[src/rtl/sprite_blitter_if.sv]
`default_nettype none
// ============================================================================
// Module   : sprite_blitter_if
// Brief    : Draw-request handshake between a requester and the sprite blitter.
// Revision : 1.0
// ============================================================================
interface sprite_blitter_if;
  logic        req_valid;
  logic        req_ready;
  logic [5:0]  req_id;
  logic [10:0] req_x;
  logic [10:0] req_y;

  modport master (output req_valid, req_id, req_x, req_y, input req_ready);
  modport slave  (input req_valid, req_id, req_x, req_y, output req_ready);
endinterface
`default_nettype wire

[src/rtl/sprite_blitter.sv]
`default_nettype none
// ============================================================================
// Module   : sprite_blitter
// Brief    : Copies a sprite from ROM to the framebuffer with screen clipping.
//            Define BLIT_TRANSPARENT_EN to skip pixels equal to TRANSPARENT_KEY.
// Revision : 1.0
// ============================================================================
module sprite_blitter #(
  parameter int          SCREEN_W        = 640,
  parameter int          SCREEN_H        = 480,
  parameter logic [11:0] TRANSPARENT_KEY = 12'h000
) (
  input  logic             clk,
  input  logic             rst,
  sprite_blitter_if.slave  req,
  output logic [5:0]       obj_id,
  input  logic [10:0]      obj_h,
  input  logic [10:0]      obj_w,
  input  logic [18:0]      obj_addr,
  output logic [18:0]      rom_addr,
  input  logic [11:0]      rom_data,
  output logic             fb_we,
  output logic [10:0]      fb_x,
  output logic [10:0]      fb_y,
  output logic [11:0]      fb_data,
  output logic             busy,
  output logic             done
);

  typedef enum logic [1:0] {
    S_IDLE  = 2'd0,
    S_SETUP = 2'd1,
    S_RUN   = 2'd2,
    S_DRAIN = 2'd3
  } state_t;

  localparam logic [11:0] c_scr_w = 12'(SCREEN_W);
  localparam logic [11:0] c_scr_h = 12'(SCREEN_H);

`ifdef BLIT_TRANSPARENT_EN
  localparam logic c_key_en = 1'b1;
`else
  localparam logic c_key_en = 1'b0;
`endif

  state_t      r_state, w_state_nxt;
  logic [5:0]  r_id;
  logic [10:0] r_x, r_y, r_h, r_w, r_row, r_col;
  logic [18:0] r_addr;
  logic        r_wr_pend;
  logic [10:0] r_px, r_py;
  logic        w_accept, w_col_wrap, w_last, w_ready, w_done;
  logic [11:0] w_sx, w_sy;

  assign w_accept   = req.req_valid && w_ready;
  assign w_col_wrap = (r_col == r_w - 11'd1);
  assign w_last     = w_col_wrap && (r_row == r_h - 11'd1);
  // 12-bit sums so an off-screen coordinate is clipped instead of wrapping
  assign w_sx       = {1'b0, r_x} + {1'b0, r_col};
  assign w_sy       = {1'b0, r_y} + {1'b0, r_row};

  always_comb begin
    w_state_nxt = r_state;
    w_ready     = 1'b0;
    w_done      = 1'b0;
    unique case (r_state)
      S_IDLE: begin
        w_ready = 1'b1;
        if (req.req_valid) w_state_nxt = S_SETUP;
      end
      S_SETUP: w_state_nxt = S_RUN;
      S_RUN:   if (w_last) w_state_nxt = S_DRAIN;
      S_DRAIN: begin
        w_done      = 1'b1;
        w_state_nxt = S_IDLE;
      end
      default: w_state_nxt = S_IDLE;
    endcase
  end

  always_ff @(posedge clk) begin
    if (rst) begin
      r_state   <= S_IDLE;
      r_id      <= 6'd0;
      r_x       <= 11'd0;
      r_y       <= 11'd0;
      r_h       <= 11'd0;
      r_w       <= 11'd0;
      r_row     <= 11'd0;
      r_col     <= 11'd0;
      r_addr    <= 19'd0;
      r_wr_pend <= 1'b0;
      r_px      <= 11'd0;
      r_py      <= 11'd0;
    end else begin
      r_state   <= w_state_nxt;
      r_wr_pend <= 1'b0;
      if (w_accept) begin
        r_id <= req.req_id;
        r_x  <= req.req_x;
        r_y  <= req.req_y;
      end
      unique case (r_state)
        S_SETUP: begin
          r_h    <= obj_h;
          r_w    <= obj_w;
          r_addr <= obj_addr;
          r_row  <= 11'd0;
          r_col  <= 11'd0;
        end
        S_RUN: begin
          r_wr_pend <= (w_sx < c_scr_w) && (w_sy < c_scr_h);
          r_px      <= w_sx[10:0];
          r_py      <= w_sy[10:0];
          // Address stays on the last pixel once the sprite is exhausted
          if (!w_last) begin
            r_addr <= r_addr + 19'd1;
            if (w_col_wrap) begin
              r_col <= 11'd0;
              r_row <= r_row + 11'd1;
            end else begin
              r_col <= r_col + 11'd1;
            end
          end
        end
        default: ;
      endcase
    end
  end

  assign req.req_ready = w_ready;
  assign busy          = !w_ready;
  assign done          = w_done;
  assign obj_id        = r_id;
  assign rom_addr      = r_addr;
  assign fb_we         = r_wr_pend && !(c_key_en && (rom_data == TRANSPARENT_KEY));
  assign fb_x          = r_px;
  assign fb_y          = r_py;
  assign fb_data       = rom_data;

endmodule
`default_nettype wire

[src/flat_wrapper.sv]
// flat-port wrapper written by rule: the top's interface ports become plain ports
module sprite_blitter_flat 
#(
  parameter int          SCREEN_W        = 640,
  parameter int          SCREEN_H        = 480,
  parameter logic [11:0] TRANSPARENT_KEY = 12'h000
)
  (clk, rst, obj_id, obj_h, obj_w, obj_addr, rom_addr, rom_data, fb_we, fb_x, fb_y, fb_data, busy, done, req_req_valid, req_req_id, req_req_x, req_req_y, req_req_ready);
  sprite_blitter_if req_i ();
  input  logic clk;
  input  logic rst;
  output logic [5:0] obj_id;
  input  logic [10:0] obj_h;
  input  logic [10:0] obj_w;
  input  logic [18:0] obj_addr;
  output logic [18:0] rom_addr;
  input  logic [11:0] rom_data;
  output logic fb_we;
  output logic [10:0] fb_x;
  output logic [10:0] fb_y;
  output logic [11:0] fb_data;
  output logic busy;
  output logic done;
  input wire logic [$bits(req_i.req_valid)-1:0] req_req_valid;
  input wire logic [$bits(req_i.req_id)-1:0] req_req_id;
  input wire logic [$bits(req_i.req_x)-1:0] req_req_x;
  input wire logic [$bits(req_i.req_y)-1:0] req_req_y;
  output wire logic [$bits(req_i.req_ready)-1:0] req_req_ready;
  assign req_i.req_valid = req_req_valid;
  assign req_i.req_id = req_req_id;
  assign req_i.req_x = req_req_x;
  assign req_i.req_y = req_req_y;
  assign req_req_ready = req_i.req_ready;
  sprite_blitter #(.SCREEN_W(SCREEN_W), .SCREEN_H(SCREEN_H), .TRANSPARENT_KEY(TRANSPARENT_KEY)) u_core (.clk(clk), .rst(rst), .req(req_i), .obj_id(obj_id), .obj_h(obj_h), .obj_w(obj_w), .obj_addr(obj_addr), .rom_addr(rom_addr), .rom_data(rom_data), .fb_we(fb_we), .fb_x(fb_x), .fb_y(fb_y), .fb_data(fb_data), .busy(busy), .done(done));
endmodule
[config.mk]
export PLATFORM = sky130hd
export DESIGN_NAME = sprite_blitter_flat
export DESIGN_NICKNAME = d
export VERILOG_FILES = /design/src/rtl/sprite_blitter_if.sv /design/src/rtl/sprite_blitter.sv /design/src/flat_wrapper.sv
export SDC_FILE = /design/constraint.sdc
export NUM_CORES = 1
export LEC_CHECK = 0
export BUFFER_PORTS_ARGS = -buffer_cell sky130_fd_sc_hd__buf_2
export CAP_MARGIN = 5
export CORE_AREA = 2 2 110 218
export CTS_CLUSTER_SIZE = 12
export DETAILED_ROUTE_END_ITERATION = 7
export DIE_AREA = 0 0 112 220
export GPL_TIMING_DRIVEN = 1
export MAX_ROUTING_LAYER = met4
export PLACE_DENSITY = 0.51
export SLEW_MARGIN = 25
export SYNTH_ARGS = -nofsm -noshare
export SYNTH_HDL_FRONTEND = slang
export SYNTH_SLANG_ARGS = --single-unit
[constraint.sdc]
create_clock -name clk -period 5.3 [get_ports clk]
set_input_delay 1.06 -clock clk [delete_from_list [all_inputs] [get_ports clk]]
set_output_delay 1.06 -clock clk [all_outputs]
set_load 0.02 [all_outputs]
==> results.json, run 1 <==
{
  "grt_pass1_wl_um": 32200,
  "synth-xor-area-share_pct": 5.06,
  "syn_to_final_growth_pct": 20.7,
  "synth_area_per_cell_um2": 8.14,
  "multiInputGateArea_mm2": 0.00404,
  "grt_overflow_total": 0,
  "final_common_cell": "buf_2",
  "layout_common_cells": "buf_2 (122), dfxtp_1 (116), nand2_1 (104), nor2_1 (83), a21oi_1 (74)",
  "grt_max_degree": 69,
  "clockBufferDepth": 2,
  "peakVddDrop_v": 0.000298,
  "tightest_slew_ns": 0.952,
  "critPathSlowestCell": "or4b_4",
  "fin_area_mm2": 0.00814,
  "ys_warn_count": 0,
  "arrival_ns": 3.58,
  "crit_path_max_fanout": 27,
  "drv_slew": 0,
  "cp-start-kind": "flop",
  "dp_hpwl_um": 14600,
  "syn_nets": 945,
  "wl_um": 20000,
  "wl_met2_um": 10500,
  "rsz0062_at_grt": "false",
  "seqCellArea_mm2": 0.00232,
  "tritoncts": "done",
  "cts_resized": 0,
  "boundaryPins": 147,
  "fillers": 2467,
  "synth-seq-area-share_pct": 34.4,
  "cts_buffers": 17,
  "nets": 1039,
  "p_total_mw": 4.21,
  "critPathBufInv": 2,
  "ys_ff_latch": 116,
  "postCtsHoldBufs": 0,
  "clkTransAtPathRegs_ns": 0.06,
  "slowest_delay_ns": 0.52,
  "synthFlopType": "dfxtp_1",
  "drt_iter0_markers": 255,
  "crit_required_ns": 5.66,
  "hold_class": "reg -> reg",
  "met3_length_um": 951,
  "dieArea_mm2": 0.0246,
  "synth_fa_ha_area_share_pct": 6.35,
  "timing.setup.tns_ns": 0,
  "top_layer_used": "met4",
  "dieWidth_um": 112,
  "fmax_mhz": 311,
  "async_reset_ff_share_pct": 0,
  "vias": 6257,
  "worstSkewPairLatency_ns": 0.43,
  "cp_top_family": "compound AO/OA/AOI/OAI gates",
  "endpoint_kind": "flop",
  "htreeDepth": 4,
  "timing.final.ws_setup_ns": 2.08,
  "synth_top_family_by_area": "simple AND/OR/NAND/NOR gates",
  "finalCriticalPeriod_ns": 3.22,
  "num_rows": 79,
  "drive_gt1_share_pct": 19.8,
  "drc": 0,
  "die_h_um": 220,
  "wl_met1_um": 8060,
  "path_class": "reg -> reg",
  "cts_root_buf": "clkbuf_16",
  "outcome": "complete, no violations",
  "yosys.area_share.simple_pct": 22.6,
  "post_cts.repair.setup_buffers": 0,
  "antenna_found_initial": 0,
  "max_cap_violations": 0,
  "start_util_pct": 29.2,
  "drt-pass1-iter-count": 4,
  "cts.sinks": 116,
  "path_cells": "inv_1 -> ha_1 -> or4b_4 -> o41ai_1 -> and3_1 -> a31oi_4 -> buf_4 -> a31o_2 -> a21oi_1",
  "p_per_area_mw_per_mm2": 518,
  "slew_headroom_pct": 36.5,
  "fin_crit_sh_pct": 60.7,
  "antenna_left": 0,
  "coreArea_mm2": 0.0231,
  "finalHoldViolations": 0,
  "synth.distinct_cells": 74,
  "synth_edf_count": 0,
  "pre_cts_ws_ns": 2.06,
  "final-setup-viol-count": 0,
  "num_antenna_cells": 0,
  "grt_pass1_vias": 6274,
  "p_leak_nw": 3.28,
  "grt.total_usage_pct": 17.0,
  "syn_area_mm2": 0.00674,
  "vias_per_cell": 5.14,
  "syn_inst": 828,
  "placed_area_mm2": 0.00748,
  "post_drt_wl_per_cell_um": 16.4,
  "fin_util_pct": 35.2,
  "place_congestion": 0.815,
  "synth_mux_area_share_pct": 6.23,
  "skew_ns": 0.00772,
  "synth-compound-area-share_pct": 19.5,
  "port_buffers": 122
}
==> through the flow <==
stage / hold slack [ns] / cells
CTS: 0.453 / 1218
floorplan: 0.440 / 828
global route: 0.482 / 1218
detailed placement: 0.445 / 1186
global placement: 0.443 / 1186
finish: 0.451 / 1218
==> kinds of logic (layout without fill, tap and decap cells) <==
logic type / Yosys count / in the layout
and+or+nand+nor: 318 / 318
AOI/OAI and AO/OA: 197 / 197
DFF: 116 / 116
buffers and inverters: 83 / 190
muxes: 42 / 42
xor gates and xnor gates: 39 / 39
adders and majority gates: 33 / 33
==> per-layer routing <==
layer,global-route usage (%),vias up
li1,-,3136
met5,-,-
met3,3.80,35
met1,18.1,2917
met4,7.28,0
met2,30.4,169
==> where the power goes <==
part / total (mW) / leakage (nW) / internal (mW) / switching, mW
logic: 1.66 / 2.03 / 0.628 / 1.03
registers: 1.26 / 0.945 / 1.05 / 0.216
clock network: 1.29 / 0.310 / 0.837 / 0.455
total: 4.21 / 3.28 / 2.51 / 1.70
==> worst register-to-register path, delay by kind of cell (launching register included) <==
family	cells	cell delay [ns]
AND/OR/NAND/NOR	2	0.86
adder cells (fa/ha/maj)	1	0.29
AO/OA/AOI/OAI	4	1.20
buffers and inverters	2	0.45
flip-flops	1	0.36
==> Yosys cell counts (20+ instances only) <==
library cell,number,share of area (%)
dfxtp_1,116,34
mux2i_1,42,6.2
ha_1,31,5.8
a21oi_1,74,5.5
clkbuf_1,29,1.6
nor2_1,83,4.6
xnor2_1,20,2.6
nand3_1,25,1.9
inv_1,28,1.6
nor3_1,22,1.6
nand2_1,105,5.8
o21ai_0,24,1.8
==> sequential cells by signal (all words and copies together) (netlist names) <==
register,cells
u_core.r_col,11
u_core.r_y,11
u_core.r_state,2
u_core.r_x,11
u_core.obj_id,6
u_core.rom_addr,19
u_core.fb_we,1
u_core.fb_y,11
u_core.r_w,11
u_core.r_h,11
u_core.fb_x,11
u_core.r_row,11
==> final timing paths <==
path	slack, ns	to	start	cells after the start
setup / recovery	2.08	u_core.r_col[7]	u_core.r_w[0]	9
hold / removal	0.45	u_core.obj_id[0]	u_core.obj_id[0]	2
setup reg to reg	2.08	u_core.r_col[7]	u_core.r_w[0]	9
hold reg to reg	0.45	u_core.obj_id[0]	u_core.obj_id[0]	2
==> layout make-up <==
type / count / share of cell area (%)
Multi-Input combinational cell: 629 / 49.6
Sequential cell: 116 / 28.5
Timing Repair Buffer: 128 / 8.06
Clock buffer: 17 / 5.23
Tap cell: 283 / 4.35
Clock inverter: 15 / 2.83
Inverter: 30 / 1.38
No activity file was read; power rests on OpenSTA's default activity.
==> run 2: changes to the inputs <==
--- a/config.mk
+++ b/config.mk
@@ -5,12 +5,13 @@
 export SDC_FILE = /design/constraint.sdc
 export NUM_CORES = 1
 export LEC_CHECK = 0
+export ABC_AREA = 1
 export BUFFER_PORTS_ARGS = -buffer_cell sky130_fd_sc_hd__buf_2
 export CAP_MARGIN = 5
-export CORE_AREA = 2 2 110 218
+export CORE_AREA = 2 2 112 222
 export CTS_CLUSTER_SIZE = 12
 export DETAILED_ROUTE_END_ITERATION = 7
-export DIE_AREA = 0 0 112 220
+export DIE_AREA = 0 0 114 224
 export GPL_TIMING_DRIVEN = 1
 export MAX_ROUTING_LAYER = met4
 export PLACE_DENSITY = 0.51
==> constraint.sdc (replaced) <==
create_clock -name clk -period 3.25 [get_ports clk]
set_input_delay 0.65 -clock clk [delete_from_list [all_inputs] [get_ports clk]]
set_output_delay 0.65 -clock clk [all_outputs]
set_load 0.02 [all_outputs]
==> run 2 against run 1 <==
Maximum frequency rose by 22%. Clock skew fell by 0.0019 ns. Die area rose by 3.6%. Clock-buffer cell count rose by 3. Largest power group unchanged. Wire length rose by 8.9%. Hold slack improved by 0.0094 ns. Cell area rose by 4.4%. Worst setup slack got worse by 1.5 ns. Synthesized area rose by 4.7%. Largest cell class unchanged.
==> results.json, run 2 <==
{
  "timing.setup.tns_ns": 0,
  "fin_area_mm2": 0.00849,
  "synth-seq-area-share_pct": 32.9,
  "finalHoldViolations": 0,
  "synthFlopType": "dfxtp_1",
  "cts.sinks": 116,
  "worstReg2RegEnd": "u_core.rom_addr[5]",
  "drv_slew": 0,
  "finalCriticalPeriod_ns": 2.63,
  "rsz0062_at_grt": "false",
  "grt_overflow_total": 0,
  "antenna_found_initial": 2,
  "arrival_ns": 2.91,
  "synth_top_area_cell": "dfxtp_1",
  "syn_area_mm2": 0.00706,
  "synth.distinct_cells": 41,
  "largest_reg_flops": 19,
  "start_util_pct": 29.6,
  "p_leak_nw": 4.06,
  "nets": 1275,
  "cts_buffers": 17,
  "clkTransAtPathRegs_ns": 0.05,
  "yosysMostFrequentCell": "nand2_1",
  "coreArea_mm2": 0.0238,
  "wl_met2_um": 12700,
  "drc": 0,
  "final-setup-viol-count": 0,
  "holdCritStartpoint": "obj_w[8]",
  "tightest_slew_ns": 0.802,
  "place_congestion": 0.874,
  "wl_um": 21800,
  "syn_nets": 1174,
  "vias_per_cell": 4.77,
  "skew_ns": 0.00578,
  "netlist_top_cells_count": "nand2_1 (228), nor2_1 (152), dfxtp_1 (116), inv_1 (110), o21ai_0 (91)",
  "post_cts.repair.setup_buffers": 0,
  "wl_met1_um": 7740,
  "max_cap_violations": 0,
  "fmax_mhz": 380,
  "postCtsHoldBufs": 0,
  "r2r_start": "u_core.r_w[0]",
  "grt_pass1_vias": 7019,
  "dp_hpwl_um": 16900,
  "dp.cells": 1426,
  "grt_pass1_wl_um": 35000,
  "crit_path_max_fanout": 30,
  "port_buffers": 122,
  "htreeDepth": 4,
  "drt-pass1-iter-count": 5,
  "syn_to_final_growth_pct": 20.3,
  "critPathLaunch": "u_core.r_w[0]",
  "antenna_left": 0,
  "hold_class": "in -> reg",
  "slew_headroom_pct": 46.2,
  "drive_gt1_share_pct": 15.9,
  "layout_common_cells": "nand2_1 (228), nor2_1 (152), buf_2 (122), dfxtp_1 (116), inv_1 (110)",
  "reg2reg_depth": 18,
  "endpoint_kind": "flop",
  "dieArea_mm2": 0.0255,
  "clockBufferDepth": 2,
  "post_drt_wl_per_cell_um": 15.0,
  "worstSetupEndpoint": "u_core.rom_addr[5]",
  "placed_area_mm2": 0.00788,
  "top_layer_used": "met4",
  "worstSkewPairLatency_ns": 0.42,
  "path_class": "reg -> reg",
  "tritoncts": "done",
  "crit_required_ns": 3.53,
  "reg2reg_slack_ns": 0.62,
  "syn_inst": 1057,
  "synth_top_area_share_pct": 32.9,
  "synth_edf_count": 0,
  "num_rows": 80,
  "drt_iter0_markers": 279,
  "cts_resized": 0,
  "ys_ff_latch": 116,
  "ys_top_cells_by_area": "dfxtp_1 (33%), nand2_1 (12%), nor2_1 (8.1%)",
  "met3_length_um": 649,
  "fin_crit_sh_pct": 80.9,
  "synth_area_per_cell_um2": 6.68,
  "grt.total_usage_pct": 18.0,
  "peakVddDrop_v": 0.000404,
  "grt_max_degree": 49,
  "boundaryPins": 147,
  "dieWidth_um": 114,
  "outcome": "complete, no violations",
  "ys_warn_count": 0,
  "die_h_um": 224,
  "final_common_cell": "nand2_1",
  "vias": 6949,
  "final_cells": 1457,
  "cp-start-kind": "flop",
  "p_per_area_mw_per_mm2": 926,
  "cts_root_buf": "clkbuf_16",
  "async_reset_ff_share_pct": 0
}
-- run 2: changes by cell type after synthesis, moves of 14 or more --
cell and change:
nand2_1 +123, inv_1 +82, nor2_1 +69, o21ai_0 +67
mux2i_1 -36, nand3_1 +24, xor2_1 +14
-- run 2: critical path: stages, from the launching register on --
cell and delay, ns:
dfxtp_1 0.33, inv_1 0.15, ha_1 0.23, nand2_2 0.08, nor2_2 0.17, inv_2 0.05, nand2_1 0.05, nand2_1 0.04
nand2_1 0.07, nand2_1 0.05, nor2_1 0.11, nand2_2 0.11, nor2_8 0.19, nand3_4 0.19, nand2_2 0.12, buf_4 0.33
nand2_1 0.09, nand2_1 0.07, a21oi_1 0.04
-- run 2: area by class of cell --
class / instances / area [um2]
repair buffers: 136 / 728
clock inverters: 9 / 155
diodes: 2 / 5.00
well taps: 287 / 359
flip-flops and latches: 116 / 2320
fillers: 2620 / 15300
inverters: 116 / 435
multi-input cells: 771 / 4030
clock buffers: 20 / 457
-- run 2: layer usage --
| metal | vias up | global-route usage (%) |
|---|---|---|
| met2 | 142 | 35.4 |
| met4 | 0 | 7.83 |
| met5 | - | - |
| li1 | 3611 | - |
| met1 | 3155 | 16.6 |
| met3 | 41 | 2.84 |
-- run 2: cells by family (layout without fill, tap and decap cells) --
logic type / after synthesis / in the layout / synth area share (%)
mux: 6 / 6 / 0.851
fa+ha+maj: 33 / 33 / 6.06
compound gates: 192 / 192 / 14.3
simple gates: 492 / 492 / 29.5
other cells: 0 / 2 / 0
flops: 116 / 116 / 32.9
xor+xnor: 48 / 48 / 6.35
buf+inv: 170 / 281 / 10.0
-- run 2: metrics by stage --
stage                     hold slack [ns]  setup slack [ns]  util, %  power [mW]
after floorplan                     0.448              1.16        -        4.95
after global placement              0.459             0.640     33.1        5.91
after detailed placement            0.464             0.627     33.1        5.95
after CTS                           0.442             0.611     35.6        7.97
after global routing                0.459             0.261     35.6        8.53
final                               0.460             0.619     35.6        7.86
-- run 2: how the worst min path moves through the flow --
| stage | slack, ns | depth (start not counted) | to |
|---|---|---|---|
| after floorplan | 0.45 | 2 | u_core.r_w[10] |
| after global placement | 0.46 | 2 | u_core.fb_y[10] |
| after detailed placement | 0.46 | 2 | u_core.fb_y[10] |
| after CTS | 0.44 | 3 | u_core.r_h[9] |
| after global routing | 0.46 | 3 | u_core.r_w[9] |
| final | 0.46 | 3 | u_core.r_w[8] |
-- run 2: power breakdown --
| part | switching, mW | internal, mW |
|---|---|---|
| combinational | 2.40 | 1.20 |
| clock | 0.675 | 1.31 |
| sequential | 0.399 | 1.87 |
